## src/rtl/morse_sequencer.sv

```systemverilog
// -----------------------------------------------------------------------------
// morse_sequencer
//
// Character-level scheduler for the Morse LED path. Characters arrive through a
// valid/ready handshake and are buffered in a small FIFO. Each character is
// looked up in a combinational Morse ROM and played out on the LED one unit per
// i_tick strobe, with inter-letter and inter-word gaps inserted automatically.
//
// Ports
//   i_clk    : system clock
//   i_rst_n  : asynchronous active-low reset
//   i_tick   : one-cycle strobe marking each Morse unit boundary
//   i_char   : ASCII character (lowercase is folded to uppercase)
//   i_valid  : i_char valid
//   o_ready  : character can be accepted (FIFO not full)
//   o_led    : registered Morse output, 1 = on
//   o_busy   : sequencer active or FIFO holding characters
//   o_err    : one-cycle pulse after an unsupported character is consumed
//
// State     | meaning
// ----------+------------------------------------------------------------------
// ST_IDLE   | nothing playing; next tick starts the FIFO head, if any
// ST_SYMBOL | shifting out the on/off units of a letter or digit
// ST_GAP    | counting off units after a letter or for a word break
// -----------------------------------------------------------------------------
module morse_sequencer #(
    parameter int FIFO_DEPTH = 4,
    parameter int LETTER_GAP = 3,
    parameter int WORD_GAP   = 7
) (
    input  logic       i_clk,
    input  logic       i_rst_n,
    input  logic       i_tick,
    input  logic [7:0] i_char,
    input  logic       i_valid,
    output logic       o_ready,
    output logic       o_led,
    output logic       o_busy,
    output logic       o_err
);

    localparam int PTR_W = $clog2(FIFO_DEPTH);
    localparam int PTR_N = PTR_W + 1;
    localparam int GAP_W = $clog2(WORD_GAP);

    localparam logic [PTR_N-1:0] DEPTH_CNT     = PTR_N'(FIFO_DEPTH);
    localparam logic [PTR_N-1:0] PTR_ONE       = PTR_N'(1);
    localparam logic [GAP_W-1:0] GAP_ONE       = GAP_W'(1);
    localparam logic [GAP_W-1:0] WORD_RELOAD   = GAP_W'(WORD_GAP - 1);
    localparam logic [GAP_W-1:0] LETTER_RELOAD = GAP_W'(LETTER_GAP - 1);
    // A space following a completed letter gap only needs the remainder of
    // the word gap, since LETTER_GAP off units have already been emitted.
    localparam logic [GAP_W-1:0] SPACE_RELOAD  = GAP_W'(WORD_GAP - LETTER_GAP - 1);

    typedef enum logic [1:0] {
        ST_IDLE   = 2'd0,
        ST_SYMBOL = 2'd1,
        ST_GAP    = 2'd2
    } state_t;

    // -------------------------------------------------------------------------
    // Morse ROM: returns {pattern[19:0] left-justified, length[4:0]}.
    // The table holds the dot/dash code compactly (symbol count plus one bit
    // per symbol, 1 = dash, written in reading order) and the loop expands it
    // into the unit pattern: dot = 1, dash = 111, one 0 between symbols.
    // -------------------------------------------------------------------------
    function automatic logic [24:0] morse_rom(input logic [7:0] c);
        logic [2:0]  n_sym;
        logic [4:0]  code;
        logic [19:0] pat;
        logic [4:0]  len;
        n_sym = 3'd0;
        code  = 5'd0;
        pat   = '0;
        len   = '0;
        case (c)
            8'h41: {n_sym, code} = {3'd2, 5'b00001};   // A .-
            8'h42: {n_sym, code} = {3'd4, 5'b01000};   // B -...
            8'h43: {n_sym, code} = {3'd4, 5'b01010};   // C -.-.
            8'h44: {n_sym, code} = {3'd3, 5'b00100};   // D -..
            8'h45: {n_sym, code} = {3'd1, 5'b00000};   // E .
            8'h46: {n_sym, code} = {3'd4, 5'b00010};   // F ..-.
            8'h47: {n_sym, code} = {3'd3, 5'b00110};   // G --.
            8'h48: {n_sym, code} = {3'd4, 5'b00000};   // H ....
            8'h49: {n_sym, code} = {3'd2, 5'b00000};   // I ..
            8'h4A: {n_sym, code} = {3'd4, 5'b00111};   // J .---
            8'h4B: {n_sym, code} = {3'd3, 5'b00101};   // K -.-
            8'h4C: {n_sym, code} = {3'd4, 5'b00100};   // L .-..
            8'h4D: {n_sym, code} = {3'd2, 5'b00011};   // M --
            8'h4E: {n_sym, code} = {3'd2, 5'b00010};   // N -.
            8'h4F: {n_sym, code} = {3'd3, 5'b00111};   // O ---
            8'h50: {n_sym, code} = {3'd4, 5'b00110};   // P .--.
            8'h51: {n_sym, code} = {3'd4, 5'b01101};   // Q --.-
            8'h52: {n_sym, code} = {3'd3, 5'b00010};   // R .-.
            8'h53: {n_sym, code} = {3'd3, 5'b00000};   // S ...
            8'h54: {n_sym, code} = {3'd1, 5'b00001};   // T -
            8'h55: {n_sym, code} = {3'd3, 5'b00001};   // U ..-
            8'h56: {n_sym, code} = {3'd4, 5'b00001};   // V ...-
            8'h57: {n_sym, code} = {3'd3, 5'b00011};   // W .--
            8'h58: {n_sym, code} = {3'd4, 5'b01001};   // X -..-
            8'h59: {n_sym, code} = {3'd4, 5'b01011};   // Y -.--
            8'h5A: {n_sym, code} = {3'd4, 5'b01100};   // Z --..
            8'h30: {n_sym, code} = {3'd5, 5'b11111};   // 0 -----
            8'h31: {n_sym, code} = {3'd5, 5'b01111};   // 1 .----
            8'h32: {n_sym, code} = {3'd5, 5'b00111};   // 2 ..---
            8'h33: {n_sym, code} = {3'd5, 5'b00011};   // 3 ...--
            8'h34: {n_sym, code} = {3'd5, 5'b00001};   // 4 ....-
            8'h35: {n_sym, code} = {3'd5, 5'b00000};   // 5 .....
            8'h36: {n_sym, code} = {3'd5, 5'b10000};   // 6 -....
            8'h37: {n_sym, code} = {3'd5, 5'b11000};   // 7 --...
            8'h38: {n_sym, code} = {3'd5, 5'b11100};   // 8 ---..
            8'h39: {n_sym, code} = {3'd5, 5'b11110};   // 9 ----.
            default: {n_sym, code} = {3'd0, 5'b00000};
        endcase
        // Left-justify so that symbol i always sits at code[4-i].
        code = code << (3'd5 - n_sym);
        for (int i = 0; i < 5; i++) begin
            if (i < int'(n_sym)) begin
                if (i != 0) begin
                    len = len + 5'd1;
                end
                if (code[4-i]) begin
                    pat[5'd19 - len] = 1'b1;
                    pat[5'd18 - len] = 1'b1;
                    pat[5'd17 - len] = 1'b1;
                    len              = len + 5'd3;
                end else begin
                    pat[5'd19 - len] = 1'b1;
                    len              = len + 5'd1;
                end
            end
        end
        return {pat, len};
    endfunction

    // -------------------------------------------------------------------------
    // Registers
    // -------------------------------------------------------------------------
    state_t           state_q,   state_d;
    logic             led_q,     led_d;
    logic             err_q,     err_d;
    logic [19:0]      shreg_q,   shreg_d;
    logic [4:0]       bit_rem_q, bit_rem_d;
    logic [GAP_W-1:0] gap_rem_q, gap_rem_d;
    logic [PTR_N-1:0] wr_ptr_q,  wr_ptr_d;
    logic [PTR_N-1:0] rd_ptr_q,  rd_ptr_d;
    logic [7:0]       fifo_mem_q [FIFO_DEPTH];
    logic [7:0]       fifo_mem_d [FIFO_DEPTH];

    // -------------------------------------------------------------------------
    // Input side: fold case, classify, handshake
    // -------------------------------------------------------------------------
    logic [7:0]       char_up;
    logic             char_ok;
    logic [PTR_N-1:0] fifo_count;
    logic             fifo_full;
    logic             fifo_empty;
    logic             accept;
    logic             push;
    logic             pop;

    assign char_up = (i_char >= 8'h61 && i_char <= 8'h7A) ? (i_char - 8'h20) : i_char;
    assign char_ok = (char_up >= 8'h41 && char_up <= 8'h5A) ||
                     (char_up >= 8'h30 && char_up <= 8'h39) ||
                     (char_up == 8'h20);

    assign fifo_count = wr_ptr_q - rd_ptr_q;
    assign fifo_full  = (fifo_count == DEPTH_CNT);
    assign fifo_empty = (wr_ptr_q == rd_ptr_q);

    // Readiness comes only from registered state, so a same-cycle pop never
    // opens a slot for a push.
    assign accept = i_valid && !fifo_full;
    assign push   = accept && char_ok;
    assign err_d  = accept && !char_ok;

    // -------------------------------------------------------------------------
    // FIFO head decode
    // -------------------------------------------------------------------------
    logic [7:0]  head_char;
    logic        head_space;
    logic [24:0] rom_entry;
    logic [19:0] rom_pattern;
    logic [4:0]  rom_len;

    assign head_char               = fifo_mem_q[rd_ptr_q[PTR_W-1:0]];
    assign head_space              = (head_char == 8'h20);
    assign rom_entry               = morse_rom(head_char);
    assign {rom_pattern, rom_len}  = rom_entry;

    always_comb begin
        fifo_mem_d = fifo_mem_q;
        wr_ptr_d   = wr_ptr_q;
        rd_ptr_d   = rd_ptr_q;
        if (push) begin
            fifo_mem_d[wr_ptr_q[PTR_W-1:0]] = char_up;
            wr_ptr_d                        = wr_ptr_q + PTR_ONE;
        end
        if (pop) begin
            rd_ptr_d = rd_ptr_q + PTR_ONE;
        end
    end

    // -------------------------------------------------------------------------
    // Sequencer next state
    // -------------------------------------------------------------------------
    logic start_letter;

    always_comb begin
        state_d      = state_q;
        led_d        = led_q;
        shreg_d      = shreg_q;
        bit_rem_d    = bit_rem_q;
        gap_rem_d    = gap_rem_q;
        pop          = 1'b0;
        start_letter = 1'b0;

        case (state_q)
            ST_IDLE: begin
                if (i_tick && !fifo_empty) begin
                    if (head_space) begin
                        pop       = 1'b1;
                        led_d     = 1'b0;
                        gap_rem_d = WORD_RELOAD;
                        state_d   = ST_GAP;
                    end else begin
                        start_letter = 1'b1;
                    end
                end
            end
            ST_SYMBOL: begin
                if (i_tick) begin
                    if (bit_rem_q != 5'd0) begin
                        led_d     = shreg_q[19];
                        shreg_d   = shreg_q << 1;
                        bit_rem_d = bit_rem_q - 5'd1;
                    end else begin
                        led_d     = 1'b0;
                        gap_rem_d = LETTER_RELOAD;
                        state_d   = ST_GAP;
                    end
                end
            end
            ST_GAP: begin
                if (i_tick) begin
                    if (gap_rem_q != '0) begin
                        gap_rem_d = gap_rem_q - GAP_ONE;
                    end else if (fifo_empty) begin
                        state_d = ST_IDLE;
                    end else if (head_space) begin
                        pop       = 1'b1;
                        gap_rem_d = SPACE_RELOAD;
                    end else begin
                        start_letter = 1'b1;
                    end
                end
            end
            default: begin
                state_d = ST_IDLE;
                led_d   = 1'b0;
            end
        endcase

        // First unit goes straight to the LED; the shift register keeps the rest.
        if (start_letter) begin
            pop       = 1'b1;
            led_d     = rom_pattern[19];
            shreg_d   = rom_pattern << 1;
            bit_rem_d = rom_len - 5'd1;
            state_d   = ST_SYMBOL;
        end
    end

    always_ff @(posedge i_clk or negedge i_rst_n) begin
        if (!i_rst_n) begin
            state_q    <= ST_IDLE;
            led_q      <= 1'b0;
            err_q      <= 1'b0;
            shreg_q    <= '0;
            bit_rem_q  <= '0;
            gap_rem_q  <= '0;
            wr_ptr_q   <= '0;
            rd_ptr_q   <= '0;
            fifo_mem_q <= '{default: '0};
        end else begin
            state_q    <= state_d;
            led_q      <= led_d;
            err_q      <= err_d;
            shreg_q    <= shreg_d;
            bit_rem_q  <= bit_rem_d;
            gap_rem_q  <= gap_rem_d;
            wr_ptr_q   <= wr_ptr_d;
            rd_ptr_q   <= rd_ptr_d;
            fifo_mem_q <= fifo_mem_d;
        end
    end

    assign o_ready = !fifo_full;
    assign o_led   = led_q;
    assign o_err   = err_q;
    assign o_busy  = (state_q != ST_IDLE) || !fifo_empty;

endmodule

```

## config.mk

```make
export PLATFORM = sky130hd
export DESIGN_NAME = morse_sequencer
export DESIGN_NICKNAME = d
export VERILOG_FILES = /design/src/rtl/morse_sequencer.sv
export SDC_FILE = /design/constraint.sdc
export NUM_CORES = 1
export LEC_CHECK = 0
export CORE_MARGIN = 5
export CORE_UTILIZATION = 58
export CTS_CLUSTER_SIZE = 40
export DETAILED_ROUTE_END_ITERATION = 16
export PLACE_DENSITY = 0.87
export SLEW_MARGIN = 20
export SYNTH_ARGS = -nofsm -noshare
export SYNTH_HDL_FRONTEND = slang
export SYNTH_SLANG_ARGS = --single-unit
```

## constraint.sdc

```tcl
create_clock -name i_clk -period 9.35 [get_ports i_clk]
set_clock_uncertainty 0.05 [all_clocks]
set_input_delay 1.87 -clock i_clk [delete_from_list [all_inputs] [get_ports i_clk]]
set_output_delay 1.87 -clock i_clk [all_outputs]
set_load 0.05 [all_outputs]
```

==> impl_metrics.tcl <==
set metrics [dict create \
    htreeDepth 3 \
    yosysMostFrequentCell "nand2_1" \
    synthCells 922 \
    async_reset_ff_share_pct 100 \
    dieArea_mm2 0.0155 \
    synthFlopType "dfrtp_1" \
    worst_skew_pair.late_latency_ps 330 \
    numCtsBuffers 9 \
    hold_depth 1 \
    grt_max_degree 70 \
    maxCapViolations 0 \
    drive_gt1_share_pct 13.1 \
    avgSynthCellArea_um2 8.23 \
    final_antenna_net_count 0 \
    min_period_over_period_pct 93.4 \
    final_util_pct 65.6 \
    grt_pass1_vias 7219 \
    synth-seq-cells 69 \
    finalHoldViolations 0 \
    grt_usage_pct 28.0 \
    grt_pass1_wl_mm 36.7 \
    antenna_cells 0 \
    cts_tree "yes" \
    synth-edff-count 0 \
    io_pins 16 \
    outcome "finished clean" \
    design.core.area_mm2 0.0127 \
    first_pass_iters 6 \
    io_buffers 15 \
    r2r-end "shreg_q[2]" \
    clock-sinks 69 \
    path_max_fanout 14 \
    cp-start-kind "flip-flop" \
    synth.area.top_cells "dfrtp_1 23%, ha_1 8.6%, nand2_1 4.5%" \
    start_util_pct 59.7 \
    die_y_um 124 \
    cts_hold_buf 0 \
    worstHoldStart "fifo_mem_q[6]" \
    path_clk_slew_ps 60 \
    cp.arrival_ps 8920 \
    synth_area_mm2 0.00759 \
    clockBufferDepth 2 \
    rows 41 \
    hold_path.class "flip-flop to flip-flop" \
    r2r_slack_ps 610 \
    place_congestion 1.07 \
    max_slew.worst_pin.slew_ps 842 \
    wl_mm 23.4 \
    yosys.area.top_type "dfrtp_1" \
    vias 7907 \
    ys_types 98 \
    die_w_um 124 \
    cts_root_buf "clkbuf_16" \
    flow.area_growth_from_synthesis_pct 9.94 \
    yosys_warnings 0 \
    cp-end-kind "flip-flop" \
    via_per_inst 7.13 \
    fmax_mhz 114 \
    yosysTopAreaCellShare_pct 22.7 \
    overflow 0 \
    crit_required_ps 9540 \
    max_stage_delay_ps 670 \
    critPathSlowestCell "mux4_2" \
    period_needed_ps 8740 \
    startpoint "rd_ptr_q[0]" \
    dp_hpwl_mm 16.6 \
    routedWlPerCell_um 21.1 \
    antenna_found_initial 0 \
    r2r_cells 32 \
    crit_top_cell "ha_1" \
    r2r-start "rd_ptr_q[0]" \
    drv_slew 0 \
    crit_type "flip-flop to flip-flop" \
    seq_area_frac_synth_pct 22.7 \
    syn_nets 986 \
    relSlewSlack_pct 43.3 \
    drc 0 \
    final_nets 997 \
    finalSetupViolations 0 \
    first_iter_violations 1221 \
    ys_top_cells_by_count "90 x nand2_1, 78 x nor2_1, 69 x dfrtp_1" \
    min_to "fifo_mem_q[6]" \
]
[worst max-delay path by stage]
stage	endpoint	cells past startpoint	slack, ps
after CTS	shreg_q[4]	32	220
final	shreg_q[2]	32	610
after detailed placement	shreg_q[2]	32	250
after global routing	shreg_q[4]	32	-6
after floorplan	shreg_q[2]	39	310
after global placement	shreg_q[2]	32	600
[layout make-up]
| class | count | area [um^2] |
|---|---|---|
| inverter | 53 | 199 |
| clock buffer | 10 | 239 |
| sequential | 69 | 1730 |
| fill | 1067 | 4380 |
| timing repair buffer | 41 | 344 |
| multi-input combinational | 759 | 5580 |
| clock inverter | 5 | 37.5 |
| tap | 172 | 215 |
[critical path, delay by kind of cell, from the launching register on]
family                     cells  cell delay (ps)
AOI/OAI and AO/OA             10             2250
adders and majority gates      6             1960
muxes                          4             1710
xor gates and xnor gates       3              960
and+or+nand+nor                5              780
buffers and inverters          4              490
DFF                            1              430
[flip-flops by register name, summed over array words and instances, names as in the netlist]
signal / cells
o_led: 1
state_q: 2
wr_ptr_q: 3
gap_rem_q: 3
rd_ptr_q: 3
o_err: 1
bit_rem_q: 5
shreg_q: 19
fifo_mem_q: 32
[cells by family (layout without fill, tap and decap cells)]
| kind of cell | after synthesis | after routing | share of synthesized area (%) |
|---|---|---|---|
| adder cells (fa/ha/maj) | 52 | 52 | 8.57 |
| AO/OA/AOI/OAI | 293 | 293 | 28.0 |
| multiplexers | 41 | 44 | 7.62 |
| buffers and inverters | 97 | 109 | 5.13 |
| XOR/XNOR | 42 | 42 | 6.40 |
| AND/OR/NAND/NOR | 328 | 328 | 21.5 |
| flip-flops | 69 | 69 | 22.7 |
[placed cells by master (no fill, tap or decap), drive strengths merged, types with 7 or more instances in the layout]
cell type and instances:
a211oi 8, a21oi 58, a221oi 11, a22o 10, a22oi 12, a31oi 21
a32oi 10, and2 12, and3 9, buf 27, clkbuf 10, clkdlybuf4s50 14
dfrtp 69, ha 52, inv 50, mux2 21, mux2i 10, mux4 13
nand2 90, nand2b 15, nand3 31, nand3b 7, nand4 8, nor2 80
nor2b 18, nor3 23, o21ai 54, o221ai 8, o22ai 11, o31ai 14
o32ai 7, or3 8, xnor2 31, xor2 7
[repair_timing]
item | CTS | global route
endpoints found under the hold margin | 0 | 0
endpoints found under the setup margin | 0 | 14
buffers inserted | 0 | 6
gates resized for setup | 0 | 11
[metrics by stage]
| step | cell area [um^2] | hold WS, ps | TNS, ps | setup WS (ps) | cells |
|---|---|---|---|---|---|
| 6_report | 8350 | 434 | 0 | 615 | 1109 |
| 3_3_place_gp | 7910 | 409 | 0 | 602 | 1085 |
| 2_1_floorplan | 7590 | 394 | 0 | 314 | 922 |
| 4_1_cts | 8190 | 435 | 0 | 219 | 1100 |
| 5_1_grt | 8350 | 446 | -5.82 | -5.82 | 1109 |
| 3_5_place_dp | 7910 | 421 | 0 | 254 | 1085 |
[layer usage]
layer	GRT usage (%)	part of all wire [%]	up-vias
li1	-	-	3491
met1	40.1	42	3730
met2	42.4	44	574
met3	5.53	10	112
met4	9.61	3.7	0
met5	0	0	-
Power is not shown: default switching activity piles up to over one toggle a cycle in this logic, so the estimate is an artifact.
